<file path="src/rtl/adc_sample_bank.sv">
// ADC response demultiplexer: captures mapped channels into per-slot raw registers and
// publishes a coherent snapshot per frame. Optional frame averaging with ADC_BANK_AVG_EN.
module adc_sample_bank #(
  parameter int                  NUM_CH   = 5,
  parameter int                  DATA_W   = 12,
  parameter logic [5*NUM_CH-1:0] CH_MAP   = {5'd4, 5'd2, 5'd1, 5'd6, 5'd3},
  parameter int                  AVG_LOG2 = 2
) (
  input  logic                  clk_core,
  input  logic                  reset,
  input  logic                  rsp_valid,
  input  logic [4:0]            rsp_channel,
  input  logic [DATA_W-1:0]     rsp_data,
  input  logic                  rsp_eop,
  input  logic                  hold,
  input  logic                  reg_rd,
  input  logic [7:0]            reg_addr,
  output logic [7:0]            reg_rdata,
  output logic [16*NUM_CH-1:0]  sample_flat,
  output logic                  frame_ready
);

  if (NUM_CH < 1 || NUM_CH > 16 || DATA_W < 8 || DATA_W > 16 ||
      AVG_LOG2 < 0 || AVG_LOG2 > 4) begin : g_param_check
    $error("adc_sample_bank: parameter out of legal range");
  end

  logic [DATA_W-1:0] raw       [NUM_CH];
  logic [15:0]       published [NUM_CH];
  logic [15:0]       pub_value [NUM_CH];
  logic              pending;
  logic              status_new;
  logic              overrun;
  logic [7:0]        seq_count;
  logic [7:0]        rd_byte;
  logic              eop_in;
  logic              consume;
  logic              publish;
  logic              rd_status;

  assign eop_in    = rsp_valid && rsp_eop;
  assign consume   = pending && !hold;
  assign rd_status = reg_rd && (reg_addr == 8'h00);

`ifdef ADC_BANK_AVG_EN
  localparam int ACC_W = DATA_W + AVG_LOG2;
  localparam int CNT_W = AVG_LOG2 + 1;
  localparam logic [CNT_W-1:0] LAST_FRAME = CNT_W'((1 << AVG_LOG2) - 1);

  logic [ACC_W-1:0] acc [NUM_CH];
  logic [ACC_W-1:0] sum [NUM_CH];
  logic [CNT_W-1:0] frame_cnt;

  // Only the last frame of a window publishes; the others just fold into acc.
  assign publish = consume && (frame_cnt == LAST_FRAME);

  always_comb begin
    for (int i = 0; i < NUM_CH; i++) begin
      sum[i]       = acc[i] + ACC_W'(raw[i]);
      pub_value[i] = 16'(sum[i] >> AVG_LOG2);
    end
  end

  always_ff @(posedge clk_core) begin
    if (reset) begin
      frame_cnt <= '0;
      for (int i = 0; i < NUM_CH; i++) acc[i] <= '0;
    end else if (consume) begin
      if (publish) begin
        frame_cnt <= '0;
        for (int i = 0; i < NUM_CH; i++) acc[i] <= '0;
      end else begin
        frame_cnt <= frame_cnt + CNT_W'(1);
        for (int i = 0; i < NUM_CH; i++) acc[i] <= sum[i];
      end
    end
  end
`else
  assign publish = consume;

  always_comb begin
    for (int i = 0; i < NUM_CH; i++) pub_value[i] = 16'(raw[i]);
  end
`endif

  always_ff @(posedge clk_core) begin
    if (reset) begin
      // NOTE: the raw and published arrays are reset explicitly so a reset
      // mid-frame can never leak stale samples into the next snapshot.
      for (int i = 0; i < NUM_CH; i++) begin
        raw[i]       <= '0;
        published[i] <= '0;
      end
      pending     <= 1'b0;
      status_new  <= 1'b0;
      overrun     <= 1'b0;
      seq_count   <= 8'h00;
      frame_ready <= 1'b0;
      reg_rdata   <= 8'h00;
    end else begin
      for (int i = 0; i < NUM_CH; i++) begin
        if (rsp_valid && (rsp_channel == CH_MAP[5*i +: 5])) raw[i] <= rsp_data;
      end

      // A new eop keeps pending set even if the old frame is consumed this cycle.
      if (eop_in)       pending <= 1'b1;
      else if (consume) pending <= 1'b0;

      frame_ready <= publish;
      if (publish) begin
        for (int i = 0; i < NUM_CH; i++) published[i] <= pub_value[i];
        seq_count <= seq_count + 8'd1;
      end

      if (publish)        status_new <= 1'b1;
      else if (rd_status) status_new <= 1'b0;

      if (eop_in && pending) overrun <= 1'b1;
      else if (rd_status)    overrun <= 1'b0;

      if (reg_rd) reg_rdata <= rd_byte;
    end
  end

  always_comb begin
    // NOTE: every combinational output gets a default first so no path
    // through the decode can leave it unassigned and infer a latch.
    rd_byte = 8'h00;
    case (reg_addr)
      8'h00:   rd_byte = {6'b0, overrun, status_new};
      8'h01:   rd_byte = seq_count;
      8'h02:   rd_byte = 8'(NUM_CH);
      default: rd_byte = 8'h00;
    endcase
    for (int i = 0; i < NUM_CH; i++) begin
      if (reg_addr == 8'(3 + 2*i)) rd_byte = published[i][7:0];
      if (reg_addr == 8'(4 + 2*i)) rd_byte = published[i][15:8];
    end
  end

  always_comb begin
    sample_flat = '0;
    for (int i = 0; i < NUM_CH; i++) sample_flat[16*i +: 16] = published[i];
  end

endmodule

</file>
<file path="config.mk">
export PLATFORM = sky130hd
export DESIGN_NAME = adc_sample_bank
export DESIGN_NICKNAME = d
export VERILOG_FILES = /design/src/rtl/adc_sample_bank.sv
export SDC_FILE = /design/constraint.sdc
export NUM_CORES = 1
export LEC_CHECK = 0
export ABC_AREA = 1
export BUFFER_PORTS_ARGS = -buffer_cell sky130_fd_sc_hd__buf_4
export CORE_UTILIZATION = 40
export DETAILED_ROUTE_END_ITERATION = 6
export PLACE_DENSITY = 0.58
export SLEW_MARGIN = 20
export SYNTH_ARGS = -nofsm -noshare
export SYNTH_HDL_FRONTEND = slang
export SYNTH_SLANG_ARGS = --single-unit
</file>
<file path="constraint.sdc">
create_clock -name clk_core -period 2.81 [get_ports clk_core]
set_clock_uncertainty 0.05 [all_clocks]
set_input_delay 0.4215 -clock clk_core [delete_from_list [all_inputs] [get_ports clk_core]]
set_output_delay 0.4215 -clock clk_core [all_outputs]
set_load 0.02 [all_outputs]
</file>
Yosys cells after proc, flatten, opt, wreduce, memory -nomap -nowiden
Memory sizes are Yosys's and may differ from the RTL's.
Cells that the tools add are included.
{ "totals": {"mem_bits_rw": 120, "romBits": 0, "register_bits": 20, "memories": 2, "elab_cells": 96, "output_inout_bits": 89, "latchBits": 0} }
{ "mem_list": {"columns": ["memory", "depth", "width", "read_ports", "rd_clocked_by_memory_dff", "wr", "line", "source"], "rows": [
  ["published", 5, 12, 5, 0, 5, "29", "logic [15:0] published [NUM_CH];"],
  ["raw", 5, 12, 5, 0, 5, "28", "logic [DATA_W-1:0] raw [NUM_CH];"]
]} }
{ "op_classes": {"n_bitwise": 10, "n_addsub": 1, "shifts": 0, "n_mul": 0, "reduce_logical": 14, "order_cmp": 0, "div_mod_pow": 0, "muxes": 46, "n_eq_ne": 17} }
{ "ops": {"columns": ["op", "count"], "rows": [
  ["$mux 12", 10],
  ["$mux 8", 10],
  ["$eq 8x4->1 const B", 5],
  ["$eq 8x3->1 const B", 4],
  ["$mux 1", 25],
  ["$pmux 8 s3", 1],
  ["$eq 8x2->1 const B", 2],
  ["$eq 5x2->1 const B", 2],
  ["$eq 5x3->1 const B", 2],
  ["$or 1x1->1", 10],
  ["$logic_and 1x1->1", 9],
  ["$add 8x1->8 const B", 1],
  ["$eq 8x1->1 const B", 1],
  ["$logic_not 8->1", 1],
  ["$reduce_bool 2->1", 3],
  ["$eq 5x1->1 const B", 1],
  ["$logic_not 1->1", 1]
]} }

Longest topological paths before layout
{ "logic_depth": {"ltp_word": 12, "ltp_mapped": 13} }

Worst setup path before layout
Ideal clock, no wire load.
{ "synth_path": {"path_kind": "input -> register", "from": "in hold", "to": "mem published[0][0] in the netlist's numbering, enable pin", "arrival_ns": 1.940, "path_slack_ns": 0.400, "stages": 3, "setup_ns": 0.420, "path_buffers": 0, "path_cell_list": "nor2_1 inv_1 nand2_1"} }
{ "synth_lines": {"columns": ["element", "line", "source"], "rows": [
  ["start, declared", "15", "input logic hold,"],
  ["end, declared", "29", null]
]} }

==> run metrics <==
fin cells 857; ant diodes 0; syn_area_per_cell between 10 and 15 um^2; synthesized netlist cell count roughly 550; post-synthesis adder-cell area fraction less than 1%; simple logic cell fraction of the synthesized area 17.5%; final wirelength approximately 13000 um; CTS Buf Count 17; vias in the first global route between 3000 and 4000; Rel. slew slack 62.6%; yosys warns 0; Final TNS setup 0 ns; Final #Nets between 600 and 700; TritonCTS Sinks 140; share of cells above drive strength 1 approximately a quarter; final core utilization 52.3%; fillers between 1000 and 1500; complex-gate fraction of the synthesized area under 10%; leading cell type in the layout, fill and taps excluded edfxtp_1; maxcap violations 0; cts hold-fix bufs 0; predominant post-synthesis flop cell edfxtp_1; CTS tree yes; status finished clean; Overflow after GRT 0; Worst-Margin Slew 0.556 ns; Hold WS ~0.22 ns; Root Buffer clkbuf_16; gr usage total between 10% and 20%; IO buf count slightly below 100; PwrDens between 600 and 700 nW/um^2; CP Data Arrival Time about 1.7 ns; final RePlAce weighted congestion between 0.8 and 0.9; Req. time, crit path around 2.8 ns; routed length per instance approximately 16 um; post_cts resized 0; DP HPWL 10000 um; Placement Rows 43; Synth Area in XOR/XNOR 0%; DIE AREA about 15000 um^2; First-pass DRT Iterations 5; Core ar. around 14000 um^2; Max Freq approximately 580 MHz; CTS clk-pin slew, worst paths 0.06 ns; Post-DP Area 6810 um^2; Vias/cell around 4.6; Die Width roughly 120 um; RSZ-0062 raised after global routing false; Tcrit/Tclk final between 60% and 70%; Clock Path Buffers 2; Leakage roughly 0.0033 uW; Worst Hold Depth 3; final hold violations 0; Starting Density between 40% and 50%; Die Y-Extent between 100 and 150 um; Peak VDD IR roughly 0.53 mV; antenna viol nets, final 0; mux share of post-synthesis cell area 0%; Crit Path Category primary input to flop; Synth cell types 34; initial antenna violation count 0; Async S/R FF share, synth 0%; register area share after synthesis 68.1%; crit path max fanout 15; htree depth 4; Startpoint Class primary input; clk_lat worst skew about 0.42 ns; minimum clock period between 1.5 and 2 ns; DR iter-0 viols ~330; Post-route DRC 0; Reg2Reg Depth 7; cell count after placement slightly above 800; Seq cells post-synth 140; P&R area growth vs syn 25.4%; largest net degree at the start of global routing between 60 and 70; I/O pin cnt 120; HP Class primary input to flop; Final Max Tran Viols 0; Post-Syn Area 5880 um^2; most frequent cells in the layout edfxtp_1 (120), buf_4 (104), nor2_1 (91); Vias about 4000; Setup Viol. Count Final 0; postcts setup bufs 0; first-pass GRT wire length around 20000 um; Post-synth EDFFs 120; crit path capture type flop; fin area ~7400 um^2; main combinational cell family by area after synthesis simple AND/OR/NAND/NOR gates
==> synth_stat cells (3+ instances only) <==
master      n  area share, %
a21oi_1    24            2.0
a221oi_1    4           0.60
buf_4      20            2.6
clkbuf_1    9           0.57
dfxtp_1    20            6.8
edfxtp_1  120             61
inv_1      89            5.7
inv_2      14           0.89
nand2_1    85            5.4
nand2_2     3           0.32
nand3_1    18            1.5
nand4_1     7           0.74
nor2_1     91            5.8
nor2_2      6           0.64
nor3_1      6           0.51
o21ai_0     5           0.43
o21ai_1     7           0.60
or2_0       3           0.32
==> final cells by class <==
cell class              instances  area (um^2)  share of cell area (%)
flip-flops and latches        140         4000                    54.3
multi-input cells             295         1370                    18.5
repair buffers                106          821                    11.1
clock buffers                  17          425                    5.77
inverters                     104          392                    5.31
well taps                     180          225                    3.05
clock inverters                15          145                    1.97
==> per-stage QoR <==
| step | power (uW) | setup slack, ns |
|---|---|---|
| 2_1_floorplan | 2640 | 0.400 |
| 3_3_place_gp | 2790 | 0.785 |
| 3_5_place_dp | 2790 | 0.701 |
| 4_1_cts | 4910 | 1.10 |
| 5_1_grt | 5020 | 0.908 |
| 6_report | 4880 | 1.10 |
==> cell families after synthesis <==
logic type / count (synthesis)
adder cells (fa/ha/maj): 1
flip-flops: 140
other: 1
AND/OR/NAND/NOR: 230
buffers and inverters: 135
AO/OA/AOI/OAI: 44
==> state kept, by name, summed over array words and instances (netlist names) <==
register     count
seq_count        8
raw             60
overrun          1
published       60
frame_ready      1
pending          1
status_new       1
reg_rdata        8
==> layer usage <==
metal	vias to the layer above	GRT usage [%]	part of all wire [%]
met5	-	0	0
met4	0	7.23	1.7
met3	18	3.83	5.3
met2	138	28.5	47
met1	1836	25.1	46
li1	1970	-	-
==> critical path: stages <==
cell     delay [ns]
buf_4          0.17
inv_2          0.21
nand2_1        0.10
nor2_1         0.22
nand3_1        0.14
nand2_1        0.44
==> worst paths after layout <==
kind / start / to / slack (ns)
setup / recovery: reset / raw[0][16] / 1.10
hold / removal: rsp_eop / pending / 0.22
setup reg to reg: pending / published[0][51] / 1.12
hold reg to reg: overrun / overrun / 0.42
==> where the power goes <==
part	leakage [uW]	internal [uW]	switching, uW
Sequential	0.00136	2360	56.5
Clock	0.000285	1180	949
Combinational	0.00162	112	219
(Power assumes the default switching activity.)
